===== src/rtl/fpu_issuer_if.sv =====
// Bundles the core request/response channels and the FPU command port of the issuer.
interface fpu_issuer_if;
    localparam int unsigned OP_W   = 6;
    localparam int unsigned REG_W  = 5;
    localparam int unsigned DATA_W = 32;

    logic              req_valid;
    logic              req_ready;
    logic [OP_W-1:0]   req_op;
    logic [REG_W-1:0]  req_x1;
    logic [REG_W-1:0]  req_x2;
    logic [REG_W-1:0]  req_y;
    logic [DATA_W-1:0] req_data;

    logic              resp_valid;
    logic              resp_ready;
    logic [DATA_W-1:0] resp_data;
    logic              resp_cond;
    logic              resp_err;
    logic              busy;

    logic [REG_W-1:0]  fpu_x1;
    logic [REG_W-1:0]  fpu_x2;
    logic [REG_W-1:0]  fpu_y;
    logic [OP_W-1:0]   fpu_operation;
    logic [DATA_W-1:0] fpu_in_data;
    logic              fpu_ready;
    logic              fpu_valid;
    logic              fpu_cond;
    logic [DATA_W-1:0] fpu_out_data;

    // Issuer view: serves the core, drives the FPU.
    modport master (
        input  req_valid, req_op, req_x1, req_x2, req_y, req_data, resp_ready,
               fpu_valid, fpu_cond, fpu_out_data,
        output req_ready, resp_valid, resp_data, resp_cond, resp_err, busy,
               fpu_x1, fpu_x2, fpu_y, fpu_operation, fpu_in_data, fpu_ready
    );

    // Environment view: the core and the FPU together.
    modport slave (
        output req_valid, req_op, req_x1, req_x2, req_y, req_data, resp_ready,
               fpu_valid, fpu_cond, fpu_out_data,
        input  req_ready, resp_valid, resp_data, resp_cond, resp_err, busy,
               fpu_x1, fpu_x2, fpu_y, fpu_operation, fpu_in_data, fpu_ready
    );
endinterface


===== src/rtl/fpu_issuer.sv =====
// Core-side FPU command initiator: one request in, FPU handshake plus optional
// drain cycle, exactly one response out.
module fpu_issuer #(
    parameter int unsigned TIMEOUT = 255,
    parameter int unsigned CNT_W   = 8
) (
    input  logic         clk,
    input  logic         rstn,
    fpu_issuer_if.master bus
);
    localparam int unsigned OP_W   = 6;
    localparam int unsigned REG_W  = 5;
    localparam int unsigned DATA_W = 32;

    localparam logic [OP_W-1:0] OP_FMV  = 6'b000110;
    localparam logic [OP_W-1:0] OP_FORI = 6'b111101;
    localparam logic [OP_W-1:0] OP_SET  = 6'b111110;
    localparam logic [OP_W-1:0] OP_GET  = 6'b111111;
    localparam logic [OP_W-1:0] OP_FNEG = 6'b010000;
    localparam logic [OP_W-1:0] OP_FABS = 6'b000101;
    localparam logic [OP_W-1:0] OP_FADD = 6'b000000;
    localparam logic [OP_W-1:0] OP_FSUB = 6'b000001;
    localparam logic [OP_W-1:0] OP_FMUL = 6'b000010;
    localparam logic [OP_W-1:0] OP_ITOF = 6'b111001;
    localparam logic [OP_W-1:0] OP_FCLT = 6'b100000;
    localparam logic [OP_W-1:0] OP_FCZ  = 6'b101000;
    localparam logic [OP_W-1:0] OP_FTOI = 6'b111000;

    typedef enum logic [1:0] {IDLE, ISSUE, DRAIN, RESP} state_e;
    typedef enum logic [1:0] {CLS_SIMPLE, CLS_LONG, CLS_FLAG, CLS_ILLEGAL} cls_e;

    function automatic cls_e op_class(input logic [OP_W-1:0] op);
        case (op)
            OP_FMV, OP_FORI, OP_SET, OP_GET:                   return CLS_SIMPLE;
            OP_FNEG, OP_FABS, OP_FADD, OP_FSUB, OP_FMUL, OP_ITOF: return CLS_LONG;
            OP_FCLT, OP_FCZ, OP_FTOI:                          return CLS_FLAG;
            default:                                           return CLS_ILLEGAL;
        endcase
    endfunction

    state_e             state_q, state_d;
    logic [REG_W-1:0]   x1_q, x1_d, x2_q, x2_d, y_q, y_d;
    logic [OP_W-1:0]    op_q, op_d;
    logic [DATA_W-1:0]  in_data_q, in_data_d;
    logic               fpu_ready_q, fpu_ready_d;
    logic               resp_valid_q, resp_valid_d;
    logic [DATA_W-1:0]  resp_data_q, resp_data_d;
    logic               resp_cond_q, resp_cond_d;
    logic               resp_err_q, resp_err_d;
    logic [CNT_W-1:0]   cnt_q, cnt_d;

    cls_e req_cls;
    cls_e cur_cls;
    assign req_cls = op_class(bus.req_op);
    assign cur_cls = op_class(op_q);

    always_comb begin
        state_d      = state_q;
        x1_d         = x1_q;
        x2_d         = x2_q;
        y_d          = y_q;
        op_d         = op_q;
        in_data_d    = in_data_q;
        fpu_ready_d  = fpu_ready_q;
        resp_valid_d = resp_valid_q;
        resp_data_d  = resp_data_q;
        resp_cond_d  = resp_cond_q;
        resp_err_d   = resp_err_q;
        cnt_d        = cnt_q;

        case (state_q)
            IDLE: begin
                if (bus.req_valid) begin
                    resp_data_d = '0;
                    resp_cond_d = 1'b0;
                    if (req_cls == CLS_ILLEGAL) begin
                        resp_err_d   = 1'b1;
                        resp_valid_d = 1'b1;
                        state_d      = RESP;
                    end else begin
                        x1_d        = bus.req_x1;
                        x2_d        = bus.req_x2;
                        y_d         = bus.req_y;
                        op_d        = bus.req_op;
                        in_data_d   = bus.req_data;
                        resp_err_d  = 1'b0;
                        fpu_ready_d = 1'b1;
                        cnt_d       = '0;
                        state_d     = ISSUE;
                    end
                end
            end
            ISSUE: begin
                cnt_d = cnt_q + CNT_W'(1);
                // A completing handshake takes priority over an expiring timeout.
                if (bus.fpu_valid) begin
                    fpu_ready_d = 1'b0;
                    case (cur_cls)
                        CLS_SIMPLE: begin
                            resp_data_d  = (op_q == OP_GET) ? bus.fpu_out_data : '0;
                            resp_valid_d = 1'b1;
                            state_d      = RESP;
                        end
                        CLS_FLAG: begin
                            resp_data_d = (op_q == OP_FTOI) ? bus.fpu_out_data : '0;
                            state_d     = DRAIN;
                        end
                        default: begin
                            resp_data_d  = '0;
                            resp_valid_d = 1'b1;
                            state_d      = RESP;
                        end
                    endcase
                end else if (cnt_q == CNT_W'(TIMEOUT - 1)) begin
                    fpu_ready_d  = 1'b0;
                    resp_err_d   = 1'b1;
                    resp_valid_d = 1'b1;
                    state_d      = RESP;
                end
            end
            DRAIN: begin
                // Opcode and destination stay put so the FPU write cycle is a no-op.
                resp_cond_d  = (op_q == OP_FTOI) ? 1'b0 : bus.fpu_cond;
                resp_valid_d = 1'b1;
                state_d      = RESP;
            end
            RESP: begin
                if (bus.resp_ready) begin
                    resp_valid_d = 1'b0;
                    resp_err_d   = 1'b0;
                    state_d      = IDLE;
                end
            end
            default: state_d = IDLE;
        endcase
    end

    always_ff @(posedge clk or negedge rstn) begin
        if (!rstn) begin
            state_q      <= IDLE;
            x1_q         <= '0;
            x2_q         <= '0;
            y_q          <= '0;
            op_q         <= '0;
            in_data_q    <= '0;
            fpu_ready_q  <= 1'b0;
            resp_valid_q <= 1'b0;
            resp_data_q  <= '0;
            resp_cond_q  <= 1'b0;
            resp_err_q   <= 1'b0;
            cnt_q        <= '0;
        end else begin
            state_q      <= state_d;
            x1_q         <= x1_d;
            x2_q         <= x2_d;
            y_q          <= y_d;
            op_q         <= op_d;
            in_data_q    <= in_data_d;
            fpu_ready_q  <= fpu_ready_d;
            resp_valid_q <= resp_valid_d;
            resp_data_q  <= resp_data_d;
            resp_cond_q  <= resp_cond_d;
            resp_err_q   <= resp_err_d;
            cnt_q        <= cnt_d;
        end
    end

    assign bus.req_ready     = (state_q == IDLE);
    assign bus.busy          = (state_q != IDLE);
    assign bus.fpu_x1        = x1_q;
    assign bus.fpu_x2        = x2_q;
    assign bus.fpu_y         = y_q;
    assign bus.fpu_operation = op_q;
    assign bus.fpu_in_data   = in_data_q;
    assign bus.fpu_ready     = fpu_ready_q;
    assign bus.resp_valid    = resp_valid_q;
    assign bus.resp_data     = resp_data_q;
    assign bus.resp_cond     = resp_cond_q;
    assign bus.resp_err      = resp_err_q;
endmodule


===== src/flat_wrapper.sv =====
// flat-port wrapper written by rule: the top's interface ports become plain ports
module fpu_issuer_flat 
#(
    parameter int unsigned TIMEOUT = 255,
    parameter int unsigned CNT_W   = 8
)
  (clk, rstn, bus_req_valid, bus_req_op, bus_req_x1, bus_req_x2, bus_req_y, bus_req_data, bus_resp_ready, bus_fpu_valid, bus_fpu_cond, bus_fpu_out_data, bus_req_ready, bus_resp_valid, bus_resp_data, bus_resp_cond, bus_resp_err, bus_busy, bus_fpu_x1, bus_fpu_x2, bus_fpu_y, bus_fpu_operation, bus_fpu_in_data, bus_fpu_ready);
  fpu_issuer_if bus_i ();
  input  logic clk;
  input  logic rstn;
  input wire logic [$bits(bus_i.req_valid)-1:0] bus_req_valid;
  input wire logic [$bits(bus_i.req_op)-1:0] bus_req_op;
  input wire logic [$bits(bus_i.req_x1)-1:0] bus_req_x1;
  input wire logic [$bits(bus_i.req_x2)-1:0] bus_req_x2;
  input wire logic [$bits(bus_i.req_y)-1:0] bus_req_y;
  input wire logic [$bits(bus_i.req_data)-1:0] bus_req_data;
  input wire logic [$bits(bus_i.resp_ready)-1:0] bus_resp_ready;
  input wire logic [$bits(bus_i.fpu_valid)-1:0] bus_fpu_valid;
  input wire logic [$bits(bus_i.fpu_cond)-1:0] bus_fpu_cond;
  input wire logic [$bits(bus_i.fpu_out_data)-1:0] bus_fpu_out_data;
  output wire logic [$bits(bus_i.req_ready)-1:0] bus_req_ready;
  output wire logic [$bits(bus_i.resp_valid)-1:0] bus_resp_valid;
  output wire logic [$bits(bus_i.resp_data)-1:0] bus_resp_data;
  output wire logic [$bits(bus_i.resp_cond)-1:0] bus_resp_cond;
  output wire logic [$bits(bus_i.resp_err)-1:0] bus_resp_err;
  output wire logic [$bits(bus_i.busy)-1:0] bus_busy;
  output wire logic [$bits(bus_i.fpu_x1)-1:0] bus_fpu_x1;
  output wire logic [$bits(bus_i.fpu_x2)-1:0] bus_fpu_x2;
  output wire logic [$bits(bus_i.fpu_y)-1:0] bus_fpu_y;
  output wire logic [$bits(bus_i.fpu_operation)-1:0] bus_fpu_operation;
  output wire logic [$bits(bus_i.fpu_in_data)-1:0] bus_fpu_in_data;
  output wire logic [$bits(bus_i.fpu_ready)-1:0] bus_fpu_ready;
  assign bus_i.req_valid = bus_req_valid;
  assign bus_i.req_op = bus_req_op;
  assign bus_i.req_x1 = bus_req_x1;
  assign bus_i.req_x2 = bus_req_x2;
  assign bus_i.req_y = bus_req_y;
  assign bus_i.req_data = bus_req_data;
  assign bus_i.resp_ready = bus_resp_ready;
  assign bus_i.fpu_valid = bus_fpu_valid;
  assign bus_i.fpu_cond = bus_fpu_cond;
  assign bus_i.fpu_out_data = bus_fpu_out_data;
  assign bus_req_ready = bus_i.req_ready;
  assign bus_resp_valid = bus_i.resp_valid;
  assign bus_resp_data = bus_i.resp_data;
  assign bus_resp_cond = bus_i.resp_cond;
  assign bus_resp_err = bus_i.resp_err;
  assign bus_busy = bus_i.busy;
  assign bus_fpu_x1 = bus_i.fpu_x1;
  assign bus_fpu_x2 = bus_i.fpu_x2;
  assign bus_fpu_y = bus_i.fpu_y;
  assign bus_fpu_operation = bus_i.fpu_operation;
  assign bus_fpu_in_data = bus_i.fpu_in_data;
  assign bus_fpu_ready = bus_i.fpu_ready;
  fpu_issuer #(.TIMEOUT(TIMEOUT), .CNT_W(CNT_W)) u_core (.clk(clk), .rstn(rstn), .bus(bus_i));
endmodule

===== config.mk =====
export PLATFORM = sky130hd
export DESIGN_NAME = fpu_issuer_flat
export DESIGN_NICKNAME = d
export VERILOG_FILES = /design/src/rtl/fpu_issuer_if.sv /design/src/rtl/fpu_issuer.sv /design/src/flat_wrapper.sv
export SDC_FILE = /design/constraint.sdc
export NUM_CORES = 1
export LEC_CHECK = 0
export BUFFER_PORTS_ARGS = -buffer_cell sky130_fd_sc_hd__buf_2
export CORE_MARGIN = 2
export CORE_UTILIZATION = 50
export CTS_CLUSTER_DIAMETER = 30
export DETAILED_ROUTE_END_ITERATION = 10
export GPL_ROUTABILITY_DRIVEN = 1
export GPL_TIMING_DRIVEN = 0
export PLACE_DENSITY_LB_ADDON = 0.2
export SLEW_MARGIN = 30
export SYNTH_ARGS = -nofsm -noshare
export SYNTH_HDL_FRONTEND = slang
export SYNTH_SLANG_ARGS = --single-unit

===== constraint.sdc =====
create_clock -name clk -period 4.3 [get_ports clk]
set_input_delay 0.43 -clock clk [delete_from_list [all_inputs] [get_ports clk]]
set_output_delay 0.43 -clock clk [all_outputs]
set_load 0.01 [all_outputs]

# After elaboration in Yosys (flattened, before gate mapping)
# Memory sizes are Yosys's and may differ from the RTL's.
# Cells that the tools add are included.
word_totals:
  n_memories: 2
  regBits: 99
  latch_bits: 0
  romBits: 256
  ram_bits: 0
  output_inout_bits: 91
classes:
  mul: 0
  n_eq_ne: 17
  bitwise_logic: 1
  n_reduce_logical: 14
  shifts: 0
  n_div: 0
  addsub: 1
  muxes: 35
  order_cmp: 0
memory_table:
  columns: ["memory", "words", "width", "rd", "rd_ports_with_merged_regs", "write_ports", "line", "source"]
  rows:
  - ["(name not given)", 64, 2, 1, 0, 0, "fpu_issuer.sv:33", "case (op)"]
  - ["(name not given)", 64, 2, 1, 0, 0, "fpu_issuer.sv:33", null]
op_table:
  columns: ["op", "n"]
  rows:
  - ["32-bit two-way mux", 4]
  - ["32-bit case mux with 2 select lines", 2]
  - ["1-bit two-way mux", 16]
  - ["8-bit two-way mux", 2]
  - ["8-bit case mux with 2 select lines", 1]
  - ["6-bit equality test, second input constant", 2]
  - ["3-bit AND reduction", 4]
  - ["2-bit two-way mux", 5]
  - ["2-bit != test, second input constant", 5]
  - ["5-bit AND reduction", 2]
  - ["8-bit by 1-bit adder with 8-bit output, second input constant", 1]
  - ["2-bit equality test, second input constant", 4]
  - ["8-bit equality test, second input constant", 1]
  - ["2-bit case mux with 4 select lines", 1]
  - ["2-bit nonzero test", 3]
  - ["2-bit zero test", 2]
  - ["2-bit by 1-bit != test with 1-bit output, second input constant", 2]
  - ["1-bit case mux with 2 select lines", 2]
  - ["1-bit case mux with 4 select lines", 1]
  - ["4-bit AND reduction", 1]
  - ["3-bit by 2-bit != test with 1-bit output, second input constant", 1]
  - ["3-bit != test, second input constant", 1]
  - ["1-bit case mux with 3 select lines", 1]
  - ["3-bit nonzero test", 1]
  - ["3 further kinds", 3]

# Logic depth before layout (Yosys ltp)
# Gate-level depths: netlist (run 1).
depth:
  word_depth: 5
  depth_mapped: 10
  depth_no_buf: 8

# Least setup slack after synthesis (run 1)
# OpenSTA, ideal clock, no wires.
synth_timing:
  path_kind: "input-to-reg"
  startpoint: "in bus_req_op[0]"
  endpoint: "reg u_core.in_data_q[21], in the netlist u_core.bus.fpu_in_data[21]"
  arrival_time_ns: 2.135
  stages: 9
  n_path_buf: 2
  slack_ns: 2.037
  setup_time_ns: 0.127
  cell_sequence: "inv_1 ha_1 nor3_1 a41o_1 a32o_1 a311o_1 buf_6 buf_6 mux2_1"
synth_via:
  elab_chain_cells: 4
synth_rtl:
  columns: ["element", "line", "source"]
  rows:
  - ["start: declaration", "flat_wrapper.sv:12", "input wire logic [$bits(bus_i.req_op)-1:0] bus_req_op;"]
  - ["memory read 64 x 2 bit", null, null]
  - ["2-bit equality test", "fpu_issuer.sv:76", "if (req_cls == CLS_ILLEGAL) begin"]
  - ["1-bit inverter (no source line)", null, null]
  - ["3-bit AND reduction (no source line)", null, null]
  - ["end signal: assignment", "fpu_issuer.sv:158", "in_data_q <= in_data_d;"]
  - ["end: declaration", "fpu_issuer.sv:44", "logic [DATA_W-1:0] in_data_q, in_data_d;"]
# Every way passes these cells.
# A chain may end at the register's enable or synchronous reset.

# Worst setup path in the final report (run 1)
layout_timing:
  startpoint: "reg u_core.state_q[0]"
  endpoint: "reg u_core.resp_data_q[13], in the netlist u_core.bus.resp_data[13]"
layout_via:
  elab_chain_cells: 3
  elab_cells_between_ends: 7
layout_rtl:
  columns: ["element", "line", "source"]
  rows:
  - ["start: declaration", "fpu_issuer.sv:41", "state_e state_q, state_d;"]
  - ["start signal: assignment", "fpu_issuer.sv:153", "state_q <= state_d;"]
  - ["2-bit by 1-bit equality test with 1-bit output or 2-bit zero test (tied branches)", "fpu_issuer.sv:71", "case (state_q)"]
  - ["2-bit != test (no source line) or 2-bit nonzero test (tied branches)", null, null]
  - ["3-bit AND reduction (no source line)", null, null]
  - ["end signal: assignment", "fpu_issuer.sv:161", "resp_data_q <= resp_data_d;"]
  - ["end: declaration", "fpu_issuer.sv:47", "logic [DATA_W-1:0] resp_data_q, resp_data_d;"]
# Several ways; a longest one is shown, not always the timed one.

==> out/metrics.csv, run 1 <==
metric;value;unit
status;finished clean;
top_layer_used;met4;
dieArea;9320;um^2
endpoint_kind;register;
area_growth;30.2;%
wl_met1;3930;um
power;0.00333;W
first_iter_violations;123;
gp_congestion;0.806;
synth_area;4280;um^2
die_h;96.6;um
wl_per_cell;15.0;um
hpwlAfterDp;7150;um
worstPathMaxFanout;10;
h-tree-depth;3;
min_period_over_period;58.0;%
synth_seq_cells;99;
synthCells;322;
leakage;3.01;nW
routed-via-count;3276;
cts_setup_buffers;0;
switchingPower;0.00119;W
synthTopCellsByArea;dfrtp_1, mux2_2, a22o_1;
arrival;2.79;ns
fin_nets;621;
cts_root_buf;clkbuf_8;
yosysUniqueCellTypes;44;
synthFlopType;dfrtp_1;
rows;33;
power_density;597;nW/um^2
grt_max_degree;73;
required;4.60;ns
coreArea;8260;um^2
drtPass1Iterations;6;
cts_tree;yes;
drive_above_1_share;44.4;%
grt_pass1_wl;14800;um
syn_nets;427;
worstSetupStartpointType;register;
cpMaxStageDelayCell;clkbuf_1;
port_buffers;181;
grt_pass1_vias;3307;
max_clock_freq;401;MHz
synth_seq_area_share;57.8;%
synth_top_cells_by_count;dfrtp_1, a22o_1, mux2_2;
async_flop_share;100;%
vdd_drop_max;0.000336;V
initial_core_util;51.9;%
drv_slew;0;
synth.avg_cell_area;13.3;um^2
yosysWarnings;0;
fin_util;67.5;%
hold_path.class;in -> reg;
place_area;5350;um^2
insertedDiodeCount;0;
critPathMaxStageDelay;0.42;ns
clock_path_buffers;2;
antenna_found_initial;0;
power_frac_comb;38.1;%
hold_viol;0;
fp.dieW;96.6;um
finalSetupTns;0;ns
totalWireLength;9380;um
clk_pin_slew;0.10;ns
min_period;2.49;ns
met3_length;716;um
antenna_left;0;
final_area;5580;um^2
tightest_slew;0.658;ns
cts_made_buffers;9;
crit_type;reg -> reg;
io_pins;182;
yosysTopAreaCell;dfrtp_1;
clkSinkCount;99;
via_per_inst;5.24;
intPower;0.00214;W
fillers;655;
grt_setup_unrepaired;false;
wl_met2;4620;um
swShare;35.7;%
p_clk_share;19.2;%
setup_violations;0;
yosys.area.top_type_share;57.8;%
clk_latency;0.35;ns
synth_enable_flop_cells;0;
synth_most_common_cell;dfrtp_1;
fin_skew;0.0105;ns
holdWs;0.283;ns
path_cells;inv_1 -> ha_1 -> clkbuf_1 -> inv_1 -> nor2_1 -> a21oi_1 -> o21ai_1 -> clkbuf_1 -> a22o_1;
seqPwrFrac;42.7;%
drc;0;
grt_overflow;0;
grtUsageTotal;20.5;%
relSlewSlack;56.0;%
cap_violations;0;
[layer usage]
metal  vias up  global-route usage [%]
met1      1589                    24.9
met5         -                       0
met4         0                    5.99
li1       1567                       -
met2       109                    35.2
met3        11                    6.36
[cell usage in the layout (no fill, tap or decap), types with 2 or more instances in the layout]
cell,synthesis,final
buf_2,3,183
dfrtp_1,99,99
a22o_1,33,33
mux2_2,27,27
mux2_1,25,25
inv_1,16,16
ha_1,14,14
o21ai_0,9,9
nand2_1,9,9
clkbuf_8,0,9
clkbuf_1,7,7
nor2_1,7,7
nor3b_1,6,6
nand3_1,6,6
and3_1,6,6
a221o_1,6,6
buf_6,4,5
a21oi_1,5,5
nor2b_1,4,4
nand2b_1,3,3
mux2i_1,3,3
nor3_1,2,2
a32o_1,2,2
o22ai_1,2,2
nand4_1,2,2
a31oi_1,2,2
buf_1,2,2
bufinv_16,0,2
[worst max-delay path, delay by kind of cell, from the launching register on]
| family | cells | cell delay [ns] |
|---|---|---|
| DFF | 1 | 0.41 |
| and+or+nand+nor | 1 | 0.22 |
| adders and majority gates | 1 | 0.20 |
| buffers and inverters | 4 | 1.07 |
| AOI/OAI and AO/OA | 3 | 0.55 |
[state kept, by name, summed over array words and instances, names as in the netlist]
name and cells:
u_core.bus.fpu_operation 6, u_core.bus.resp_valid 1, u_core.bus.fpu_x1 5, u_core.cnt_q 8, u_core.state_q 2, u_core.bus.resp_err 1
u_core.bus.resp_cond 1, u_core.bus.fpu_y 5, u_core.bus.fpu_ready 1, u_core.bus.resp_data 32, u_core.bus.fpu_x2 5, u_core.bus.fpu_in_data 32
[cells by family after synthesis]
family                   after synthesis  synth area share (%)
multiplexers                          55                  14.4
flip-flops                            99                  57.8
buffers and inverters                 32                  3.59
adder cells (fa/ha/maj)               14                  4.09
AO/OA/AOI/OAI                         73                  13.7
AND/OR/NAND/NOR                       49                  6.40
[path summary, 6_finish.rpt]
path | end | slack [ns] | depth (start not counted) | startpoint
min in group asynchronous | u_core.bus.fpu_in_data[26] | 0.50 | 2 | rstn
max reg2reg | u_core.bus.resp_data[13] | 1.81 | 9 | u_core.state_q[0]
max | u_core.bus.resp_data[13] | 1.81 | 9 | u_core.state_q[0]
max in group asynchronous | u_core.bus.fpu_in_data[18] | 3.17 | 3 | rstn
min reg2reg | u_core.bus.fpu_y[2] | 0.50 | 1 | u_core.bus.fpu_y[2]
min | u_core.bus.fpu_y[1] | 0.28 | 2 | bus_req_y[1]
[power by group through the flow]
stage	clock network (W)	logic [W]	registers (W)
detailed placement	0	0.00128	0.00144
global placement	0	0.00124	0.00142
finish	0.000639	0.00127	0.00142
floorplan	0	0.000643	0.00155
global route	0.000689	0.00143	0.00147
CTS	0.000654	0.00129	0.00143
[stage by stage]
stage          cells  setup slack [ns]
6_report         625              1.81
5_1_grt          625              1.56
4_1_cts          625              1.79
3_5_place_dp     609              1.67
3_3_place_gp     608              1.77
2_1_floorplan    322              2.04
[layout make-up]
| type | count | area (um^2) | share of cell area (%) |
|---|---|---|---|
| sequential | 99 | 2480 | 44.4 |
| buffer | 16 | 93.8 | 1.68 |
| tap | 105 | 131 | 2.36 |
| clock inverter | 6 | 90.1 | 1.62 |
| inverter | 16 | 60.1 | 1.08 |
| multi-input combinational | 191 | 1650 | 29.6 |
| timing repair buffer | 183 | 950 | 17.0 |
| clock buffer | 9 | 124 | 2.22 |
[what timing repair did]
item / in CTS / in global routing
hold endpoints to repair: 27 / 0
hold buffers: 1 / 0
gates resized for setup: 0 / 0
Power figures use the tool's default switching activity.
==> inputs of run 2 (changes only) <==
--- a/config.mk
+++ b/config.mk
@@ -7,7 +7,7 @@
 export LEC_CHECK = 0
 export BUFFER_PORTS_ARGS = -buffer_cell sky130_fd_sc_hd__buf_2
 export CORE_MARGIN = 2
-export CORE_UTILIZATION = 50
+export CORE_UTILIZATION = 48
 export CTS_CLUSTER_DIAMETER = 30
 export DETAILED_ROUTE_END_ITERATION = 10
 export GPL_ROUTABILITY_DRIVEN = 1
==> constraint.sdc (replaced) <==
create_clock -name clk -period 2.5 [get_ports clk]
set_input_delay 0.25 -clock clk [delete_from_list [all_inputs] [get_ports clk]]
set_output_delay 0.25 -clock clk [all_outputs]
set_load 0.01 [all_outputs]
==> out/metrics.csv, run 2 (same netlist as run 1, synthesis figures left out) <==
metric;value;unit;change
fin_nets;621;;unchanged
cap_violations;0;;unchanged
cts_tree;yes;;unchanged
antenna_left;0;;unchanged
drive_above_1_share;45.3;%;was 44.4%
layout_commonest_cell;buf_2;;unchanged
grt_overflow;0;;unchanged
port_buffers;181;;unchanged
final_area;5590;um^2;was 5580 um^2
first_iter_violations;119;;was 123
area_growth;30.6;%;was 30.2%
clkSinkCount;99;;unchanged
grt_max_degree;58;;was 73
rows;34;;was 33
crit_type;reg -> reg;;unchanged
hold_path.class;in -> reg;;unchanged
relSlewSlack;55.5;%;was 56.0%
leakage;3.02;nW;was 3.01 nW
h-tree-depth;3;;unchanged
coreArea;8680;um^2;was 8260 um^2
worstSetupStartpointType;register;;unchanged
hold_viol;0;;unchanged
power_density;1030;nW/um^2;was 597 nW/um^2
io_pins;182;;unchanged
required;2.75;ns;was 4.60 ns
endpoint_kind;register;;unchanged
min_period_over_period;88.6;%;was 58.0%
grtUsageTotal;20.6;%;was 20.5%
vdd_drop_max;0.000518;V;was 0.000336 V
place_area;5360;um^2;was 5350 um^2
drc;0;;unchanged
fp.dieW;98.5;um;was 96.6 um
fin_skew;0.0127;ns;was 0.0105 ns
min_period;2.21;ns;was 2.49 ns
gp_congestion;0.833;;was 0.806
holdWs;0.0846;ns;was 0.283 ns
worstPathMaxFanout;10;;unchanged
status;finished clean;;unchanged
drtPass1Iterations;4;;was 6
insertedDiodeCount;0;;unchanged
max_clock_freq;452;MHz;was 401 MHz
place_inst;612;;was 609
dieArea;9690;um^2;was 9320 um^2
wl_per_cell;15.5;um;was 15.0 um
clk_latency;0.37;ns;was 0.35 ns
cts_setup_buffers;0;;unchanged
antenna_found_initial;0;;unchanged
initial_core_util;49.4;%;was 51.9%
fillers;707;;was 655
clock_path_buffers;2;;unchanged
hpwlAfterDp;7450;um;was 7150 um
grt_pass1_wl;16200;um;was 14800 um
tightest_slew;0.666;ns;was 0.658 ns
grt_pass1_vias;3413;;was 3307
cts_made_buffers;9;;unchanged
power;0.00574;W;was 0.00333 W
die_h;98.5;um;was 96.6 um
finalSetupTns;0;ns;unchanged
cts_root_buf;clkbuf_8;;unchanged
grt_setup_unrepaired;false;;unchanged
mostFrequentLayoutCells;buf_2, dfrtp_1, a22o_1, mux2_2, mux2_1;;unchanged
routed-via-count;3328;;was 3276
totalWireLength;9720;um;was 9380 um
drv_slew;0;;unchanged
fin_cells;629;;was 625
setup_violations;0;;unchanged
arrival;2.46;ns;was 2.79 ns
clk_pin_slew;0.10;ns;about the same
via_per_inst;5.29;;was 5.24
-- run 2: cell types whose count changed in the layout (fill, tap and decap cells not counted) --
cell	before	now
clkinvlp_4	1	0
clkinv_2	1	0
clkbuf_8	9	10
inv_6	1	3
clkbuf_2	0	4
clkbuf_1	7	3
clkinv_8	0	1
bufinv_16	2	1
-- run 2: power breakdown --
part	internal (W)	leakage, nW	total (W)	switching [W]
Sequential	0.00212	1.27	0.00245	0.000330
Combinational	0.00101	1.64	0.00219	0.00118
Clock	0.000511	0.111	0.00110	0.000584
-- run 2: timing repair --
item,CTS,global route
hold buffers,1,0
endpoints found under the hold margin,42,0
resized for setup,0,8
endpoints found under the setup margin,0,30
-- run 2: path summary, 6_finish.rpt --
kind	from	to	slack [ns]	depth (start not counted)
setup / recovery	u_core.state_q[1]	u_core.bus.fpu_in_data[6]	0.29	7
hold / removal	bus_req_x2[4]	u_core.bus.fpu_x2[4]	0.08	2
setup reg to reg	u_core.state_q[1]	u_core.bus.fpu_in_data[6]	0.29	7
hold reg to reg	u_core.bus.resp_err	u_core.bus.resp_err	0.48	2
max in group asynchronous	rstn	u_core.bus.resp_data[29]	1.54	3
min in group asynchronous	rstn	u_core.bus.fpu_in_data[30]	0.35	2
-- run 2: stage by stage --
step,util (%),setup slack (ns)
finish,64.4,0.286
global route,64.4,0.0941
CTS,64.4,0.0222
detailed placement,61.7,0.0102
global placement,61.3,0.0563
floorplan,-,0.412
-- run 2: per-layer routing --
| metal | GRT usage [%] | part of all wire, % |
|---|---|---|
| met5 | 0 | 0 |
| met4 | 7.27 | 1.7 |
| met3 | 7.38 | 8.8 |
| met2 | 33.2 | 49 |
| met1 | 26.1 | 41 |
-- run 2: worst max-delay path, cell delays in order (launching register included) --
cell and delay [ns]:
dfrtp_1 0.44, inv_1 0.09, ha_1 0.19, clkbuf_2 0.19, nand2_1 0.09, a311o_1 0.24, buf_1 0.45, mux2_2 0.40
-- run 2: layout make-up --
class	instances	area (um^2)	area share (%)
buffer	16	98.8	1.77
clock buffer	10	138	2.46
clock inverter	6	81.3	1.45
inverter	16	60.1	1.07
multi-input combinational	191	1650	29.5
sequential	99	2480	44.3
tap	108	135	2.42
timing repair buffer	183	950	17.0
